**config.mk**
```make
export PLATFORM = sky130hd
export DESIGN_NAME = bg_subtract_pipe
export DESIGN_NICKNAME = d
export VERILOG_FILES = /design/src/rtl/subtract_pkg.sv /design/src/rtl/abs_diff_sum.sv /design/src/rtl/bg_subtract_pipe.sv
export SDC_FILE = /design/constraint.sdc
export NUM_CORES = 1
export LEC_CHECK = 0
export CAP_MARGIN = 0
export CORE_MARGIN = 1.5
export CORE_UTILIZATION = 35
export DETAILED_ROUTE_END_ITERATION = 6
export PLACE_DENSITY = 0.59
export REMOVE_ABC_BUFFERS = 1
export SYNTH_ARGS = -nofsm -noshare
export SYNTH_HDL_FRONTEND = slang
export SYNTH_SLANG_ARGS = --single-unit
```
**constraint.sdc**
```tcl
create_clock -name clock -period 5.11 [get_ports clock]
set_input_delay 1.022 -clock clock [delete_from_list [all_inputs] [get_ports clock]]
set_output_delay 1.022 -clock clock [all_outputs]
set_load 0.01 [all_outputs]
```
**src/rtl/subtract_pkg.sv**
```systemverilog
// Shared constants for the background-subtraction datapath.
package subtract_pkg;

  localparam int unsigned CH_DEF  = 3;   // channels per pixel
  localparam int unsigned CW_DEF  = 8;   // bits per channel
  localparam int unsigned STATS_W = 32;  // width of the optional push/motion counters

endpackage

```
**src/rtl/abs_diff_sum.sv**
```systemverilog
// Combinational helpers for bg_subtract_pipe.
// The first half forms the per-channel absolute differences |fr - bg| feeding s1.
// The second half is the adder tree that sums the s1 differences for s2.
module abs_diff_sum
  import subtract_pkg::*;
#(
  parameter int unsigned CH = CH_DEF,
  parameter int unsigned CW = CW_DEF,
  parameter int unsigned SW = CW + $clog2(CH)
) (
  input  logic [CH*CW-1:0] fr_i,
  input  logic [CH*CW-1:0] bg_i,
  output logic [CH*CW-1:0] diff_o,
  input  logic [CH*CW-1:0] diff_i,
  output logic [SW-1:0]    sum_o
);

  for (genvar c = 0; c < CH; c++) begin : g_ch
    logic [CW-1:0] fr_c;
    logic [CW-1:0] bg_c;
    assign fr_c = fr_i[c*CW +: CW];
    assign bg_c = bg_i[c*CW +: CW];
    // Subtract the smaller from the larger so the result never wraps.
    assign diff_o[c*CW +: CW] = (fr_c >= bg_c) ? (fr_c - bg_c) : (bg_c - fr_c);
  end

  // Zero-extend each channel difference to SW bits and accumulate.
  always_comb begin
    sum_o = '0;
    for (int c = 0; c < CH; c++) begin
      sum_o = sum_o + SW'(diff_i[c*CW +: CW]);
    end
  end

endmodule

```
**src/rtl/bg_subtract_pipe.sv**
```systemverilog
// Two-stage background-subtraction pipeline.
// It pops one background and one frame pixel together and forms the per-channel absolute
// differences in s1. In s2 it sums them and compares the sum against a live threshold.
// It then pushes an all-ones (motion) or all-zeros mask word.
// Optional feature: define SUBTRACT_STATS_EN to add the stats_clear input and the
// pix_count/motion_count counters.
module bg_subtract_pipe
  import subtract_pkg::*;
#(
  parameter int unsigned CH = CH_DEF,
  parameter int unsigned CW = CW_DEF,
  parameter int unsigned SW = CW + $clog2(CH),
  localparam int unsigned PW = CH * CW
) (
  input  logic               clock,
  input  logic               reset,
`ifdef SUBTRACT_STATS_EN
  input  logic               stats_clear,
  output logic [STATS_W-1:0] pix_count,
  output logic [STATS_W-1:0] motion_count,
`endif
  input  logic [SW-1:0]      threshold,
  output logic               bg_rd_en,
  input  logic               bg_empty,
  input  logic [PW-1:0]      bg_dout,
  output logic               fr_rd_en,
  input  logic               fr_empty,
  input  logic [PW-1:0]      fr_dout,
  output logic               out_wr_en,
  input  logic               out_full,
  output logic [PW-1:0]      out_din
);

  logic          s1_valid_q, s1_valid_d;
  logic [PW-1:0] s1_diff_q, s1_diff_d;
  logic          s2_valid_q, s2_valid_d;
  logic [SW-1:0] s2_sum_q, s2_sum_d;

  logic          adv1, adv2, pop, push, motion;
  logic [PW-1:0] in_diff;
  logic [SW-1:0] s1_sum;

  abs_diff_sum #(
    .CH (CH),
    .CW (CW),
    .SW (SW)
  ) u_abs_diff_sum (
    .fr_i   (fr_dout),
    .bg_i   (bg_dout),
    .diff_o (in_diff),
    .diff_i (s1_diff_q),
    .sum_o  (s1_sum)
  );

  // Advance chain: a stage moves when it is empty or its successor moves this cycle.
  assign adv2 = !s2_valid_q || !out_full;
  assign adv1 = !s1_valid_q || adv2;

  assign pop      = !reset && !bg_empty && !fr_empty && adv1;
  assign bg_rd_en = pop;
  assign fr_rd_en = pop;

  // Threshold is compared live so a change applies to whatever pixel sits in s2 now.
  assign motion    = s2_sum_q > threshold;
  assign push      = !reset && s2_valid_q && !out_full;
  assign out_wr_en = push;
  assign out_din   = (!reset && s2_valid_q && motion) ? {PW{1'b1}} : {PW{1'b0}};

  // Next-state for both stages; each stage holds when it cannot advance.
  always_comb begin
    s1_valid_d = s1_valid_q;
    s1_diff_d  = s1_diff_q;
    s2_valid_d = s2_valid_q;
    s2_sum_d   = s2_sum_q;
    if (adv1) begin
      s1_valid_d = pop;
      s1_diff_d  = in_diff;
    end
    if (adv2) begin
      s2_valid_d = s1_valid_q;
      s2_sum_d   = s1_sum;
    end
  end

  // Pipeline registers; reset discards anything in flight.
  always_ff @(posedge clock) begin
    if (reset) begin
      s1_valid_q <= 1'b0;
      s1_diff_q  <= '0;
      s2_valid_q <= 1'b0;
      s2_sum_q   <= '0;
    end else begin
      s1_valid_q <= s1_valid_d;
      s1_diff_q  <= s1_diff_d;
      s2_valid_q <= s2_valid_d;
      s2_sum_q   <= s2_sum_d;
    end
  end

`ifdef SUBTRACT_STATS_EN
  logic [STATS_W-1:0] pix_count_q, pix_count_d;
  logic [STATS_W-1:0] motion_count_q, motion_count_d;

  // Counter next-state; clear wins over a same-cycle increment, counts wrap naturally.
  always_comb begin
    pix_count_d    = pix_count_q;
    motion_count_d = motion_count_q;
    if (stats_clear) begin
      pix_count_d    = '0;
      motion_count_d = '0;
    end else if (push) begin
      pix_count_d = pix_count_q + 1'b1;
      if (motion) begin
        motion_count_d = motion_count_q + 1'b1;
      end
    end
  end

  // Counter registers.
  always_ff @(posedge clock) begin
    if (reset) begin
      pix_count_q    <= '0;
      motion_count_q <= '0;
    end else begin
      pix_count_q    <= pix_count_d;
      motion_count_q <= motion_count_d;
    end
  end

  assign pix_count    = pix_count_q;
  assign motion_count = motion_count_q;
`endif

endmodule

```
==> implementation parameters, run 1 <==
Parameter                              Value

Status
  Result of the run ... finished clean

Layout
  Fraction of layout instances using a drive strength above 1 ... under 10%
  Util after Layout ... between 40% and 50%
  Nets ... 727
  Signed area change from the synthesized netlist to the final layout ... 22.13%
  Antenna diode count ... 0
  Post-Layout Inst Area ... 5248 sq um

CTS
  Clock transition at the register clock pins on the worst setup and hold paths after CTS ... approximately 0.050 ns
  # Post-CTS Setup Buffers ... 0
  H-tree depth ... 2
  Clock buffer count from CTS ... 5
  Buffer cell driving the clock tree root ... clkbuf_16
  Clock latency on the worst-skew pair ... 0.28 ns
  Max Root-Sink Buffers ... 2
  TritonCTS clock tree ... yes
  Number of clock sinks ... 36

Critical path
  Arrival time of the worst setup path ... 4.02 ns
  Critical path launch point type ... input pin
  WP data required ... about 4 ns
  Critical-path cell with the highest stage delay ... a2111oi_0
  Worst Reg2Reg Path Length in Cells ... 13
  Family with the most delay on the worst path ... compound AO/OA/AOI/OAI gates
  Critical path type ... in -> out
  Critical register-to-register path endpoint ... s2_sum_q[8]$_SDFFE_PP0P_
  Cell chain of the critical path ... clkdlybuf4s50_1 > inv_1 > ha_1 > a21o_1 > a21o_1 > a21oi_1 > nor2_1 > a2111oi_0 > a311oi_4 > clkdlybuf4s50_1
  Critical register-to-register path startpoint ... s1_diff_q[8]$_SDFFE_PP0P_
  Number of buffer and inverter instances along the worst setup path ... 3
  Slack of the worst reg-to-reg path ... 2.10 ns
  Largest stage delay on the critical path ... 0.83 ns
  Highest net fanout along the worst path ... 24
  Element type at the critical path end ... primary output

Route
  Wire length reported by the detailed router ... 8713 um
  First-pass detailed-route iteration total ... 4
  DRC marker count from the first detailed-route iteration ... 169
  Drt via density ... slightly above 5
  DRC viols ... 0
  Final ANT Viol Nets ... 0
  Via count ... around 3700
  Routed wire length per instance ... 11.90 um

Synthesis
  Commonest cells in the synthesized netlist ... 72 x ha_1, 67 x inv_1, 39 x a21oi_1, 38 x nor2_1
  Syn_area_per_cell ... between 8 and 9 sq um
  Library cell with the highest instance count after synthesis ... ha_1
  Fraction of the mapped netlist area in compound gates ... 21.43%
  Adder and majority gate portion of the synthesized area ... 24.69%
  Yosys warning total ... 0
  Post-synthesis simple-gate area fraction ... 14.50%
  Proportion of synthesized chip area in sequential cells ... 16.77%
  Share of flip-flops with an asynchronous set or reset ... 0%
  Unique masters post-synth ... between 40 and 50
  Share of cell area taken by muxes after synthesis ... 4.747%
  Largest area contributor in the netlist ... ha_1
  Number of flip-flops and latches in the synthesized netlist ... 36
  Gate count after technology mapping ... 532
  Main combinational cell family by area after synthesis ... adder cells
  Xor/xnor cell area share of the yosys netlist ... under 10%
  Post-synth top flop ... dfxtp_1
  Share of the synthesized area in the top cell type ... 20.97%
  Number of synthesized flops with an enable pin ... 0
  Top area cells in the synthesized netlist ... ha_1 21%, dfxtp_1 17%, inv_1 5.9%
  Post-synthesis cell area ... 4297 sq um

Global routing
  Overflow left after global routing ... 0
  Antenna violations before repair ... 0
  Global-route usage over all layers ... between 10 and 15%
  First-pass GRT wire length ... between 15000 and 20000 um
  Largest net degree at the start of global routing ... 47
  Vias in the first global route ... 3630

Die
  Count of boundary I/O pins ... 90
  Core area ... 12010 sq um
  Die Outline Area ... 12950 sq um
  Effective utilization at floorplan ... 35.77%
  Row count ... 40
  Die Y ... 113.8 um
  Width of the die ... 113.8 um

Worst hold path
  Hold depth ... 2
  Launch point of the worst hold path ... s2_sum_q[5]$_SDFFE_PP0P_
  Endpoint with the worst hold slack ... s2_sum_q[5]$_SDFFE_PP0P_
  Hold/Removal Path Class ... reg -> reg

Timing
  Worst Max-Slew Pin Slew ... 0.9705 ns
  Worst slew margin ... 33.63%
  Post-route fraction of the period consumed by the critical path ... between 90% and 100%
  Count of final setup violators ... 0
  Time the final worst path needs with I/O delays and setup ... 5.042 ns
  PnR worst setup slack ... 0.06763 ns
  Number of hold violations in the final report ... 0
  Achievable frequency ... 198.3 MHz
  Fin Clk Skew ... 0.003782 ns
  Number of pins with negative max-slew slack in the final report ... 0

Pwr
  Power per standard cell area ... approximately 250 nW/um^2
  Overall power of the completed layout ... 1.331 mW
  Peak supply drop ... 0.1293 mV
  Leakage component of the power ... 2.535 nW

Placement
  Placed Instance Area ... ~5000 sq um
  Worst slack after detailed placement ... 0.02714 ns
  Quantity of I/O buffers inserted on ports ... 89
  Gpl congestion ... 0.8425
  Detailed placer's ending HPWL ... 7096 um

Run
  Max-cap check violation count ... 0
how the worst max path moves through the flow:
stage / from / endpoint / slack (ns) / cells after the start
3_5_place_dp: threshold[3] / out_din[17] / 0.03 / 10
4_1_cts: threshold[3] / out_din[17] / 0.01 / 10
6_report: threshold[3] / out_din[17] / 0.07 / 10
5_1_grt: threshold[3] / out_din[15] / -0.01 / 10
3_3_place_gp: threshold[3] / out_din[21] / 0.18 / 10
2_1_floorplan: threshold[3] / out_din[0] / -3.02 / 8
stage by stage:
| stage | TNS (ns) | instances | hold WS [ns] |
|---|---|---|---|
| detailed placement | 0 | 724 | 0.4518 |
| CTS | 0 | 732 | 0.4574 |
| global placement | 0 | 724 | 0.4448 |
| floorplan | -72.43 | 486 | 0.4258 |
| global route | -0.09008 | 732 | 0.4808 |
| finish | 0 | 732 | 0.4555 |
what timing repair did:
item,in CTS,in global routing
gates resized for setup,0,1
endpoints found under the setup margin,0,24
hold buffers,0,0
report_power, final:
| group | switching, mW | internal, mW | leakage [nW] |
|---|---|---|---|
| combinational | 0.334 | 0.324 | 2.16 |
| sequential | 0.0354 | 0.338 | 0.299 |
| clock | 0.108 | 0.192 | 0.0766 |
per-layer routing:
| metal | GRT usage [%] | routed length (um) | vias up |
|---|---|---|---|
| met5 | 0 | 0 | - |
| met4 | 2.750 | 59 | 0 |
| met3 | 2.125 | 384 | 7 |
| met2 | 26.06 | 4173 | 83 |
| met1 | 17.06 | 4095 | 1692 |
| li1 | - | - | 1927 |
area by class of cell:
type / instances / area (sq um)
well taps: 147 / 183.9
clock buffers: 6 / 138.9
fillers: 1233 / 6764
flip-flops and latches: 36 / 720.7
clock inverters: 2 / 10.01
inverters: 67 / 251.5
multi-input cells: 383 / 3037
repair buffers: 91 / 905.9
flip-flops by register name, summed over array words and instances, names as in the netlist:
| register | flops |
|---|---|
| s1_diff_q | 24 |
| s2_valid_q | 1 |
| s1_valid_q | 1 |
| s2_sum_q | 10 |
layout by cell type (no fill, tap or decap), types with 4 or more instances in the layout:
cell type	count
fa_1	8
xnor2_1	17
nand2_1	36
a221oi_1	6
clkdlybuf4s50_1	89
dfxtp_1	36
nand3_1	9
a21o_1	14
o21ai_0	13
a31oi_1	6
clkbuf_16	5
nand4_1	5
xor2_1	7
or3_1	5
mux2i_1	17
nor3b_1	5
a211oi_1	17
nor2_1	38
a21oi_4	5
a21oi_1	39
nor3_1	9
a211o_1	4
ha_1	72
nand3b_1	7
inv_1	67
o21a_1	5
tightest hold or removal path: stages, from the launching register on:
cell and delay (ns):
dfxtp_1 0.31, nand2_1 0.05, a21oi_1 0.05
cells by family after synthesis:
| kind of cell | after synthesis |
|---|---|
| buffers and inverters | 113 |
| xor gates and xnor gates | 24 |
| and+or+nand+nor | 129 |
| AOI/OAI and AO/OA | 130 |
| muxes | 20 |
| adders and majority gates | 80 |
| DFF | 36 |
No activity file was read; power rests on OpenSTA's default activity.
==> inputs of run 2 (changes only) <==
--- a/config.mk
+++ b/config.mk
@@ -5,8 +5,7 @@
 export SDC_FILE = /design/constraint.sdc
 export NUM_CORES = 1
 export LEC_CHECK = 0
-export CAP_MARGIN = 0
-export CORE_MARGIN = 1.5
+export ABC_AREA = 0
 export CORE_UTILIZATION = 35
 export DETAILED_ROUTE_END_ITERATION = 6
 export PLACE_DENSITY = 0.59
==> run 2 against run 1 <==
Sequential share of layout area did not move. Total power fell by 0.50%. Setup slack improved by 0.17 ns. Clock power barely moved. Die area fell by 1.7%. Non-clock buffer count did not move. Clock skew barely moved. Global-route usage rose by 0.29 points. Final cell count did not move. Highest routed layer unchanged.
==> implementation parameters, run 2 (synthesized netlist as in run 1, its figures left out) <==
Parameter                              Value

Critical path
  Critical path type ... in -> out
  Critical path launch point type ... input pin
  Capturing element of the worst setup path ... out_din[9]
  Worst setup path startpoint ... threshold[3]
  Critical register-to-register path endpoint ... s2_sum_q[8]$_SDFFE_PP0P_
  Arrival time of the worst setup path ... 3.85 ns (-0.17 ns)
  Worst Reg2Reg Path Length in Cells ... 13 (unchanged)
  Highest net fanout along the worst path ... 24 (unchanged)
  Critical register-to-register path startpoint ... s1_diff_q[8]$_SDFFE_PP0P_
  WP data required ... 4.09 ns (about the same)
  Slack of the worst reg-to-reg path ... 2.16 ns (+0.06 ns)
  Element type at the critical path end ... primary output

Global routing
  First-pass GRT wire length ... 15310 um (-0.13%)
  Antenna violations before repair ... 0 (unchanged)
  Global-route usage over all layers ... 14.29% (+0.29 points)
  Overflow left after global routing ... 0 (unchanged)
  Largest net degree at the start of global routing ... 47 (unchanged)
  Vias in the first global route ... 3595 (-0.96%)

Timing
  Post-route fraction of the period consumed by the critical path ... 95.40% (-3.3 points)
  Worst hold slack ... 0.4665 ns (+0.01105 ns)
  Worst slew margin ... 47.69% (+14 points)
  Fin Clk Skew ... 0.003488 ns (-0.0002944 ns)
  Final setup TNS ... 0 ns (unchanged)
  Setup repair after global routing missed its margin ... false
  Number of hold violations in the final report ... 0 (unchanged)
  Worst Max-Slew Pin Slew ... 0.7649 ns (-0.2057 ns)
  Time the final worst path needs with I/O delays and setup ... 4.875 ns (-0.1675 ns)
  Achievable frequency ... 205.1 MHz (+3.4%)
  Number of pins with negative max-slew slack in the final report ... 0 (unchanged)
  Count of final setup violators ... 0 (unchanged)

Die
  Core area ... 12010 sq um (unchanged)
  Die Outline Area ... 12720 sq um (-1.7%)
  Width of the die ... 112.8 um (-0.88%)
  Row count ... 40 (unchanged)
  Die Y ... 112.8 um (-0.88%)
  Count of boundary I/O pins ... 90 (unchanged)
  Effective utilization at floorplan ... 35.77% (unchanged)

Route
  DRC viols ... 0 (unchanged)
  First-pass detailed-route iteration total ... 4 (unchanged)
  Wire length reported by the detailed router ... 8504 um (-2.4%)
  Routed wire length per instance ... 11.62 um (-2.4%)
  Final ANT Viol Nets ... 0 (unchanged)
  Via count ... 3720 (+0.30%)
  DRC marker count from the first detailed-route iteration ... 134 (-21%)
  Drt via density ... 5.082 (+0.30%)

CTS
  Clock transition at the register clock pins on the worst setup and hold paths after CTS ... 0.05 ns (about the same)
  H-tree depth ... 2 (unchanged)
  Buffer cell driving the clock tree root ... clkbuf_16
  Number of clock sinks ... 36 (unchanged)
  Clock latency on the worst-skew pair ... 0.28 ns (about the same)
  Max Root-Sink Buffers ... 2 (unchanged)
  TritonCTS clock tree ... yes
  Clock buffer count from CTS ... 5 (unchanged)

Placement
  Detailed placer's ending HPWL ... 7015 um (-1.1%)
  Quantity of I/O buffers inserted on ports ... 89 (unchanged)
  Gpl congestion ... 0.8477 (+0.62%)
  Placed Instances ... 724 (unchanged)
  Placed Instance Area ... 5087 sq um (unchanged)

Run
  Max-cap check violation count ... 0 (unchanged)

Layout
  Number of filler instances in the final layout ... 1209 (-1.9%)
  Commonest non-fill, non-tap cells in the layout ... 89 x clkdlybuf4s50_1, 72 x ha_1, 67 x inv_1
  Registers with the highest flip-flop counts ... s1_diff_q (24), s2_sum_q (10)
  Leading cell type in the layout, fill and taps excluded ... clkdlybuf4s50_1
  Reg with most FFs ... s1_diff_q
  Max reg flops ... 24 (unchanged)
  Signed area change from the synthesized netlist to the final layout ... 22.13% (unchanged)
  Final non-filler cell total ... 732 (unchanged)
  Fraction of layout instances using a drive strength above 1 ... 4.103% (unchanged)
  Nets ... 727 (unchanged)
  Antenna diode count ... 0 (unchanged)
  Post-Layout Inst Area ... 5248 sq um (unchanged)

Status
  Result of the run ... finished clean

Pwr
  Leakage component of the power ... 2.535 nW (unchanged)
  Power per standard cell area ... 252.3 nW/um^2 (-0.50%)
  Peak supply drop ... 0.1114 mV (-14%)
  Overall power of the completed layout ... 1.324 mW (-0.50%)

Worst hold path
  Hold/Removal Path Class ... reg -> reg
run 2: cell counts in the layout (fill, tap and decap cells not counted):
No cell type changed its count.
run 2: critical path, stage by stage:
cell and delay [ns]:
clkdlybuf4s50_1 0.46, inv_1 0.04, ha_1 0.30, a21o_1 0.18, a21o_1 0.17, a21oi_1 0.15
nor2_1 0.06, a2111oi_0 0.67, a311oi_4 0.24, clkdlybuf4s50_1 0.56
run 2: routing by layer:
metal  track usage [%]  vias up  share of wire (%)
li1                  -     1926                  -
met1             17.80     1700                 47
met2             25.68       88                 47
met3             2.303        6                4.7
met4             3.289        0               0.80
met5                 0        -                  0
run 2: layout make-up:
cell class / instances / area (sq um) / share of cell area, %
clock inverter: 2 / 10.01 / 0.1907
timing repair buffer: 91 / 905.9 / 17.26
inverter: 67 / 251.5 / 4.793
sequential: 36 / 720.7 / 13.73
multi-input combinational: 383 / 3037 / 57.87
clock buffer: 6 / 138.9 / 2.647
tap: 147 / 183.9 / 3.505
run 2: worst min-delay path by stage:
stage	startpoint	endpoint	slack [ns]	depth (start not counted)
4_1_cts	s2_sum_q[4]$_SDFFE_PP0P_	s2_sum_q[4]$_SDFFE_PP0P_	0.47	2
6_report	s2_sum_q[3]$_SDFFE_PP0P_	s2_sum_q[3]$_SDFFE_PP0P_	0.47	2
3_3_place_gp	s2_sum_q[0]$_SDFFE_PP0P_	s2_sum_q[0]$_SDFFE_PP0P_	0.45	2
2_1_floorplan	s2_sum_q[0]$_SDFFE_PP0P_	s2_sum_q[0]$_SDFFE_PP0P_	0.43	2
3_5_place_dp	s2_sum_q[0]$_SDFFE_PP0P_	s2_sum_q[0]$_SDFFE_PP0P_	0.45	2
5_1_grt	s2_sum_q[5]$_SDFFE_PP0P_	s2_sum_q[5]$_SDFFE_PP0P_	0.50	2
run 2: where the power goes:
part	switching, mW	internal (mW)
clock network	0.107	0.192
logic	0.330	0.323
registers	0.0343	0.338
run 2: through the flow:
step	util, %	worst slack [ns]
5_1_grt	43.69	0.01025
2_1_floorplan	-	-3.018
6_report	43.69	0.2351
4_1_cts	43.59	0.02954
3_3_place_gp	42.35	0.1808
3_5_place_dp	42.35	0.03982
run 2: what timing repair did:
item | in CTS | in global routing
buffers inserted | 0 | 0
hold buffers | 0 | 0
endpoints found under the hold margin | 0 | 0
gates resized for setup | 0 | 1
setup endpoints to repair | 0 | 24
